`src/rtl/note_recorder.sv`:
```
// note_recorder
//   Records the lesson-mode note stream as run-length entries {note, dur}
//   (dur counted in quarter beats) and replays the buffer on command.
//   The replayed note is one of the autoplay sources at the top-level note mux.
//
//   Optional build macro: NOTE_RECORDER_TRIM_REST_EN
//     When defined, rest ticks seen before the first real note of a recording
//     are discarded. Interior and trailing rests are still recorded.
//
// Ports
//   CLK           system clock
//   RESET         synchronous, active-low reset
//   QUARTER_BEAT  beat clock level; its rising edge is the beat tick
//   REC/PLAY/STOP one-cycle command pulses (priority STOP > REC > PLAY)
//   note_in       live lesson-mode note, sampled only on beat ticks
//   note_out      replayed note, REST_NOTE when not playing
//   recording     high while recording
//   playing       high while loading or sounding a replay entry
//   full          buffer holds DEPTH entries
//   count         number of stored entries
module note_recorder #(
    parameter int DEPTH     = 32,
    parameter int DUR_W     = 6,
    parameter int NOTE_W    = 4,
    parameter int REST_NOTE = 0
) (
    input  logic                     CLK,
    input  logic                     RESET,
    input  logic                     QUARTER_BEAT,
    input  logic                     REC,
    input  logic                     PLAY,
    input  logic                     STOP,
    input  logic [NOTE_W-1:0]        note_in,
    output logic [NOTE_W-1:0]        note_out,
    output logic                     recording,
    output logic                     playing,
    output logic                     full,
    output logic [$clog2(DEPTH):0]   count
);

    localparam int AW = $clog2(DEPTH);
    localparam int CW = AW + 1;
    localparam int EW = NOTE_W + DUR_W;
    localparam logic [DUR_W-1:0]  DUR_MAX = '1;
    localparam logic [NOTE_W-1:0] REST    = NOTE_W'(REST_NOTE);
    localparam logic [CW-1:0]     DEPTH_C = CW'(DEPTH);

    typedef enum logic [1:0] {S_IDLE, S_REC, S_PLAY_LOAD, S_PLAY} state_t;

    state_t            r_state;
    logic              r_beat_d;
    logic              r_cur_valid;
    logic [NOTE_W-1:0] r_cur_note;
    logic [DUR_W-1:0]  r_dur;
    logic [CW-1:0]     r_count;
    logic              r_full;
    logic [AW-1:0]     r_rd_ptr;
    logic [DUR_W-1:0]  r_remain;
    logic [NOTE_W-1:0] r_note_out;
    logic [EW-1:0]     r_mem [DEPTH];
    logic [EW-1:0]     r_rd_data;

    logic              w_tick;
    logic              w_in_rec;
    logic              w_same;
    logic              w_start_ok;
    logic              w_wr_stop;
    logic              w_wr_tick;
    logic              w_wr_en;
    logic [CW-1:0]     w_count_inc;
    logic              w_last;
    logic              w_play_go;
    logic              w_advance;
    logic [AW-1:0]     w_rd_addr;
    logic [NOTE_W-1:0] w_ent_note;
    logic [DUR_W-1:0]  w_ent_dur;

    assign w_tick      = QUARTER_BEAT & ~r_beat_d;
    assign w_in_rec    = (r_state == S_REC);
    // Current run simply extends: same note and duration not yet saturated.
    assign w_same      = r_cur_valid && (note_in == r_cur_note) && (r_dur != DUR_MAX);
`ifdef NOTE_RECORDER_TRIM_REST_EN
    assign w_start_ok  = (note_in != REST);
`else
    assign w_start_ok  = 1'b1;
`endif
    assign w_wr_stop   = w_in_rec & STOP & r_cur_valid & ~r_full;
    assign w_wr_tick   = w_in_rec & ~STOP & w_tick & r_cur_valid & ~w_same;
    assign w_wr_en     = w_wr_stop | w_wr_tick;
    assign w_count_inc = r_count + CW'(1);
    assign w_last      = ({1'b0, r_rd_ptr} == (r_count - CW'(1)));
    assign w_play_go   = (r_state == S_IDLE) & ~STOP & ~REC & PLAY & (r_count != '0);
    assign w_advance   = (r_state == S_PLAY) & ~STOP & w_tick &
                         (r_remain == DUR_W'(1)) & ~w_last;
    // Read address is issued with the transition into PLAY_LOAD so the
    // registered read data is ready when PLAY_LOAD executes.
    assign w_rd_addr   = w_play_go ? '0 : (r_rd_ptr + AW'(1));
    assign w_ent_note  = r_rd_data[EW-1:DUR_W];
    assign w_ent_dur   = r_rd_data[DUR_W-1:0];

    // Buffer storage: contents are don't-care after reset, so no reset here.
    always_ff @(posedge CLK) begin
        if (w_wr_en)
            r_mem[r_count[AW-1:0]] <= {r_cur_note, r_dur};
        if (w_play_go || w_advance)
            r_rd_data <= r_mem[w_rd_addr];
    end

    always_ff @(posedge CLK) begin
        if (!RESET) begin
            r_state     <= S_IDLE;
            r_beat_d    <= 1'b1;
            r_cur_valid <= 1'b0;
            r_cur_note  <= REST;
            r_dur       <= '0;
            r_count     <= '0;
            r_full      <= 1'b0;
            r_rd_ptr    <= '0;
            r_remain    <= '0;
            r_note_out  <= REST;
        end else begin
            r_beat_d <= QUARTER_BEAT;
            case (r_state)
                S_IDLE: begin
                    if (!STOP) begin
                        if (REC) begin
                            r_state     <= S_REC;
                            r_count     <= '0;
                            r_full      <= 1'b0;
                            r_cur_valid <= 1'b0;
                        end else if (w_play_go) begin
                            r_rd_ptr <= '0;
                            r_state  <= S_PLAY_LOAD;
                        end
                    end
                end
                S_REC: begin
                    if (STOP) begin
                        r_state     <= S_IDLE;
                        r_cur_valid <= 1'b0;
                        if (w_wr_stop) begin
                            r_count <= w_count_inc;
                            r_full  <= (w_count_inc == DEPTH_C);
                        end
                    end else if (w_tick) begin
                        if (!r_cur_valid) begin
                            if (w_start_ok) begin
                                r_cur_note  <= note_in;
                                r_dur       <= DUR_W'(1);
                                r_cur_valid <= 1'b1;
                            end
                        end else if (w_same) begin
                            r_dur <= r_dur + DUR_W'(1);
                        end else begin
                            r_count <= w_count_inc;
                            if (w_count_inc == DEPTH_C) begin
                                // Buffer just filled: the run that would start now is dropped.
                                r_full      <= 1'b1;
                                r_state     <= S_IDLE;
                                r_cur_valid <= 1'b0;
                            end else begin
                                r_cur_note <= note_in;
                                r_dur      <= DUR_W'(1);
                            end
                        end
                    end
                end
                S_PLAY_LOAD: begin
                    if (STOP) begin
                        r_state    <= S_IDLE;
                        r_note_out <= REST;
                    end else begin
                        r_note_out <= w_ent_note;
                        r_remain   <= w_ent_dur;
                        r_state    <= S_PLAY;
                    end
                end
                S_PLAY: begin
                    if (STOP) begin
                        r_state    <= S_IDLE;
                        r_note_out <= REST;
                    end else if (w_tick) begin
                        if (r_remain == DUR_W'(1)) begin
                            if (w_last) begin
                                r_state    <= S_IDLE;
                                r_note_out <= REST;
                            end else begin
                                r_rd_ptr <= r_rd_ptr + AW'(1);
                                r_state  <= S_PLAY_LOAD;
                            end
                        end else begin
                            r_remain <= r_remain - DUR_W'(1);
                        end
                    end
                end
                default: r_state <= S_IDLE;
            endcase
        end
    end

    assign note_out  = r_note_out;
    assign recording = (r_state == S_REC);
    assign playing   = (r_state == S_PLAY_LOAD) || (r_state == S_PLAY);
    assign full      = r_full;
    assign count     = r_count;

endmodule

```
`config.mk`:
```
export PLATFORM = sky130hd
export DESIGN_NAME = note_recorder
export DESIGN_NICKNAME = d
export VERILOG_FILES = /design/src/rtl/note_recorder.sv
export SDC_FILE = /design/constraint.sdc
export NUM_CORES = 1
export LEC_CHECK = 0
export ABC_CLOCK_PERIOD_IN_PS = 4700
export CORE_MARGIN = 2
export CORE_UTILIZATION = 55
export DETAILED_ROUTE_END_ITERATION = 16
export HOLD_SLACK_MARGIN = 0.1
export MAX_ROUTING_LAYER = met4
export PLACE_DENSITY_LB_ADDON = 0.15
export SYNTH_ARGS = -nofsm -noshare
export SYNTH_HDL_FRONTEND = slang
export SYNTH_SLANG_ARGS = --single-unit
```
`constraint.sdc`:
```
create_clock -name CLK -period 4.7 [get_ports CLK]
set_input_delay 0.705 -clock CLK [delete_from_list [all_inputs] [get_ports CLK]]
set_output_delay 0.705 -clock CLK [all_outputs]
set_load 0.01 [all_outputs]
```
==> results.toml, run 1 <==
[place]
post-place-ws_ns = 0.984
port_buffers = 22
dp_hpwl_um = 24700
gp_congestion = 0.934

[timing]
fin_crit_ns = 3.83
worst_pin_slew_ns = 0.939
hold_viol = 0
fin_crit_sh_pct = 81.5
relSlewSlack_pct = 37.3
setup-tns-final_ns = 0
whs_ns = 0.478
rsz0062_at_grt = "false"
setup_viol = 0
worst_slack_ns = 0.868
max_freq_mhz = 261
finalMaxSlewViolations = 0
fin_skew_ns = 0.0213

[clock_tree]
cts.clk_slew.worst_paths_ns = 0.06
cts_resized = 0
cts.sinks = 366
clockBufferDepth = 3
cts_buffers = 38
root_buffer = "clkbuf_16"
h-tree-depth = 2
worst_skew_pair.late_latency_ns = 0.53
cts_tree = "done"
ctsHoldBuffers = 0
cts_setup_buffers = 0

[synth]
synth_seq_cells = 366
synth.largest_area_cell = "edfxtp_1"
async_reset_ff_share_pct = 0
syn_inst = 1102
ys_types = 68
yosysTopAreaCellShare_pct = 64.4
syn_nets = 1120
synthTopCellsByArea = "edfxtp_1, dfxtp_1, mux4_2, nand2_1, nor2_1"
synth_edf_count = 330
synth_warnings = 0
syn_avg_cell_area_um2 = 14.0
yosysSeqAreaShare_pct = 69.0
synth_flop_cell = "edfxtp_1"
synth_area_um2 = 15400

[setup_path]
crit_arrival_ns = 4.06
required_ns = 4.93
startpoint_type = "flip-flop"
critPathMaxFanout = 35
worstSetupPathType = "flip-flop to flip-flop"
endpoint_kind = "flip-flop"

[global_route]
globalRouteOverflowTotal = 0
antenna_found_initial = 1
grt_max_degree = 83
grt_pass1_vias = 9162
grt_pass1_wl_um = 58900
grt.total_usage_pct = 28.3

[floorplanning]
die-height_um = 171
io_pins = 23
die-width_um = 171
num_rows = 61
start_util_pct = 55.6
core_um2 = 27700
dieArea_um2 = 29300

[cells_and_area]
utilization_pct = 62.4
mostFrequentLayoutCells = "edfxtp_1, nand2_1, nor2_1"
syn_to_final_growth_pct = 12.4
drive_above_1_share_pct = 11.7
nNetsFinal = 1140
final_common_cell = "edfxtp_1"

[power]
power_density_nw_per_um2 = 378
vdd.ir_drop.worst_v = 0.000295
p_leak_nw = 5.37
combPwrFrac_pct = 0.6
sw_frac_of_total_pct = 18.9
intPower_w = 0.00530
clkPwrFrac_pct = 45.9
power.switching_w = 0.00124
p_seq_share_pct = 53.5

[flow_run]
drv_cap = 0

[drt]
post_drt_wl_per_cell_um = 25.7
via_per_inst = 6.47
drt_iter0_drc = 1387
vias = 9890
drc = 0
ant_nets = 0
wl_um = 39300
drtPass1Iterations = 5

[hold_path]
hold_class = "flip-flop to flip-flop"

[outcome]
status = "finished clean"
-- state kept, by name, indices dropped and copies added (netlist names) --
register / count
r_mem: 320
r_remain: 6
r_state: 2
r_beat_d: 1
r_dur: 6
r_rd_data: 10
note_out: 4
count: 6
r_rd_ptr: 5
full: 1
r_cur_valid: 1
r_cur_note: 4
-- through the flow --
stage,total power [W],cells,instance area [um^2]
floorplan,0.00359,1102,15400
global placement,0.00361,1460,16100
detailed placement,0.00361,1460,16100
CTS,0.00657,1528,17300
global route,0.00671,1529,17300
finish,0.00654,1529,17300
-- area by class of cell --
type / count / area, um^2
Clock inverter: 19 / 201
Tap cell: 378 / 473
Inverter: 16 / 60.1
Clock buffer: 49 / 1040
Timing Repair Buffer: 51 / 463
Fill cell: 2114 / 10400
Sequential cell: 366 / 10600
Antenna cell: 1 / 2.50
Multi-Input combinational cell: 649 / 4420
-- cell usage after synthesis, types with 5 or more instances --
cell	n
a211o_1	10
a211oi_1	8
a21oi_1	61
a221oi_1	7
a22oi_1	11
a311oi_1	8
a31oi_1	38
a32o_1	5
buf_2	23
clkbuf_1	43
dfxtp_1	36
edfxtp_1	330
ha_1	8
inv_1	14
mux2_2	9
mux2i_1	30
mux4_2	23
nand2_1	85
nand2b_1	13
nand3_1	37
nand3b_1	5
nor2_1	82
nor2b_1	11
nor3_1	28
o2111ai_1	17
o211ai_1	10
o21ai_0	47
o2bb2ai_1	5
o41a_1	7
or2_2	5
or3_1	6
xnor2_1	7
xor2_1	8
-- cell families (layout without fill, tap and decap cells) --
group / Yosys count / after routing / synth area share (%)
mux: 62 / 62 / 5.97
buf+inv: 87 / 135 / 2.36
xor+xnor: 16 / 16 / 0.959
simple gates: 293 / 293 / 8.87
compound gates: 270 / 270 / 12.1
other cells: 0 / 1 / 0
fa+ha+maj: 8 / 8 / 0.650
flops: 366 / 366 / 69.0
-- worst max-delay path, stage by stage (launching register included) --
cell and delay [ns]:
dfxtp_4 0.68, ha_2 0.45, xor2_4 0.76, mux4_2 0.43, nor2_1 0.27, nor3_1 0.11
a311oi_1 0.60, a22oi_1 0.19
-- power groups by stage --
| stage | logic (W) | clock network (W) | registers [W] |
|---|---|---|---|
| 2_1_floorplan | 0.0000202 | 0 | 0.00357 |
| 3_3_place_gp | 0.0000397 | 0 | 0.00357 |
| 3_5_place_dp | 0.0000398 | 0 | 0.00357 |
| 4_1_cts | 0.0000401 | 0.00304 | 0.00350 |
| 5_1_grt | 0.0000438 | 0.00317 | 0.00350 |
| 6_report | 0.0000401 | 0.00300 | 0.00350 |
-- worst paths after layout --
path	startpoint	to	slack, ns	cells past startpoint
min reg2reg	r_remain[1]	r_remain[1]	0.48	2
min	r_remain[1]	r_remain[1]	0.48	2
max reg2reg	r_rd_ptr[0]	r_rd_data[3]	0.87	7
max	r_rd_ptr[0]	r_rd_data[3]	0.87	7
-- routing by layer --
| layer | share of wire, % | routed length (um) | track usage [%] | vias to the layer above |
|---|---|---|---|---|
| met5 | 0 | 0 | - | - |
| met4 | 2.9 | 1140 | 8.25 | 0 |
| met3 | 9.3 | 3670 | 5.43 | 85 |
| met2 | 45 | 17700 | 41.4 | 552 |
| met1 | 43 | 16800 | 40.9 | 4899 |
| li1 | - | - | - | 4354 |
Power figures use the tool's default switching activity.
==> inputs of run 2 (changes only) <==
Settings changed: ABC_CLOCK_PERIOD_IN_PS 4700 to 3550.
Clock period 4.7 ns to 3.55 ns, I/O delays scaled along.
==> run 2 against run 1 <==
Register-to-register slack got worse by 0.57 ns. Critical path type unchanged. Maximum frequency increased by 18%. Final cell count increased by 3.1%. Via count increased by 0.58%. Largest power group unchanged. Largest cell class unchanged. Clock-buffer cell count decreased by 1. Sequential share of layout area decreased by 1.1 points. Critical path depth increased by 1. Global-route usage increased by 0.79 points. Routed wire length increased by 3.2%. Die area unchanged.
==> results.toml, run 2 (synthesis gave the netlist of run 1 again) <==
[drt]
drt_iter0_drc = 1139
post_drt_wl_per_cell_um = 25.8
drtPass1Iterations = 5
vias = 9947
via_per_inst = 6.31
wl_um = 40600
drc = 0
ant_nets = 0

[timing]
worst_pin_slew_ns = 0.844
hold_viol = 0
fin_skew_ns = 0.0214
setup-tns-final_ns = 0
rsz0062_at_grt = "false"
fin_crit_ns = 3.25
finalMaxSlewViolations = 0
max_freq_mhz = 307
fin_crit_sh_pct = 91.7
relSlewSlack_pct = 43.5
setup_viol = 0

[global_route]
grt_pass1_vias = 9655
globalRouteOverflowTotal = 0
grt_max_degree = 66
grt_pass1_wl_um = 60500
antenna_found_initial = 0
grt.total_usage_pct = 29.1

[setup_path]
r2r-end = "r_rd_data[5]"
worstSetupPathType = "flip-flop to flip-flop"
path_cells = "buf_4 > nand3_1 > xnor2_1 > buf_4 > and2_1 > o41a_1 > a311oi_1 > a22oi_1"
ff2ff_path_depth = 8
critPathMaxFanout = 38
worst_path_max_delay_cell = "a311oi_1"
startpoint_type = "flip-flop"
crit_arrival_ns = 3.49
cpPeakStageDelay_ns = 0.55
r2r_start = "r_rd_ptr[0]"
r2r_setup_slack_ns = 0.30
endpoint_kind = "flip-flop"
required_ns = 3.79
path_common_cell = "buf_4"

[floorplanning]
io_pins = 23
core_um2 = 27700
num_rows = 61
die-height_um = 171
die-width_um = 171
start_util_pct = 55.6
dieArea_um2 = 29300

[power]
total_power_w = 0.00855
power_density_nw_per_um2 = 485
p_leak_nw = 5.62
vdd.ir_drop.worst_v = 0.000368

[place]
gp_congestion = 0.933
dp_hpwl_um = 25300
port_buffers = 22

[cells_and_area]
largest_reg_flops = 320
nNetsFinal = 1190
multi_input_area_um2 = 4420
final_common_cell = "edfxtp_1"
syn_to_final_growth_pct = 14.5
antenna_cells = 0
regArea_um2 = 10600
drive_above_1_share_pct = 14.7
mostFrequentLayoutCells = "edfxtp_1, nand2_1, nor2_1"
nFillCells = 2110

[clock_tree]
cts_setup_buffers = 0
worst_skew_pair.late_latency_ns = 0.54
ctsHoldBuffers = 0
cts.sinks = 366
clockBufferDepth = 3
cts_resized = 0
h-tree-depth = 2
cts.clk_slew.worst_paths_ns = 0.06
root_buffer = "clkbuf_16"
cts_buffers = 39
cts_tree = "done"

[flow_run]
drv_cap = 0

[hold_path]
hold_class = "flip-flop to flip-flop"
holdPathStages = 2
hold_path_end = "r_remain[1]"
hp-start = "r_remain[1]"

[outcome]
status = "finished clean"
-- run 2: cell count changes in the layout (fill, tap and decap cells not counted), sizes merged --
cell | before | now
diode | 1 | 0
clkinvlp | 3 | 0
buf | 29 | 78
clkinv | 13 | 17
bufinv | 4 | 3
clkbuf | 49 | 48
-- run 2: stage by stage --
| step | instance area, um^2 | utilization (%) | setup WS, ns | hold WS, ns | instances |
|---|---|---|---|---|---|
| floorplan | 15400 | - | 0.815 | 0.435 | 1102 |
| global placement | 16400 | 59.3 | 0.147 | 0.459 | 1509 |
| detailed placement | 16400 | 59.3 | 0.165 | 0.467 | 1509 |
| CTS | 17600 | 63.6 | 0.344 | 0.475 | 1576 |
| global route | 17600 | 63.6 | 0.196 | 0.512 | 1576 |
| finish | 17600 | 63.6 | 0.296 | 0.477 | 1576 |
-- run 2: cell type report --
| cell class | count | share of cell area (%) |
|---|---|---|
| Inverter | 16 | 0.341 |
| Sequential cell | 366 | 60.3 |
| Clock buffer | 48 | 5.85 |
| Clock inverter | 19 | 0.980 |
| Multi-Input combinational cell | 649 | 25.1 |
| Tap cell | 378 | 2.68 |
| Timing Repair Buffer | 100 | 4.71 |
-- run 2: layer usage --
layer	part of all wire [%]	track usage [%]
met5	0	-
met3	7.9	5.84
met4	3.7	10.6
met1	42	39.8
met2	46	43.8
-- run 2: where the power goes --
| group | internal, W | leakage (nW) | switching [W] |
|---|---|---|---|
| logic | 0.0000212 | 1.78 | 0.0000353 |
| clock network | 0.00227 | 0.588 | 0.00159 |
| registers | 0.00463 | 3.25 | 0.00000290 |
-- run 2: how the worst max path moves through the flow --
stage                      startpoint      endpoint  slack, ns  cells after the start
final                     r_rd_ptr[0]  r_rd_data[5]       0.30                      8
after detailed placement         STOP  r_rd_data[5]       0.17                      8
after floorplan              r_dur[0]  r_mem[11][0]       0.81                      7
after global placement           STOP  r_rd_data[5]       0.15                      8
after global routing      r_rd_ptr[0]  r_rd_data[5]       0.20                      8
after CTS                 r_rd_ptr[0]  r_rd_data[5]       0.34                      8
-- run 2: critical path: cells and delay by family, from the launching register on --
| family | cells | cell delay, ns |
|---|---|---|
| compound gates | 3 | 0.93 |
| xor+xnor | 1 | 0.20 |
| buf+inv | 2 | 0.72 |
| flops | 1 | 0.51 |
| simple gates | 2 | 0.59 |
==> inputs of run 3 (changes only) <==
Settings changed: SLEW_MARGIN set to 0.
==> results of run 3 <==
Final layout, timing and power as in run 2 (identical DEF).
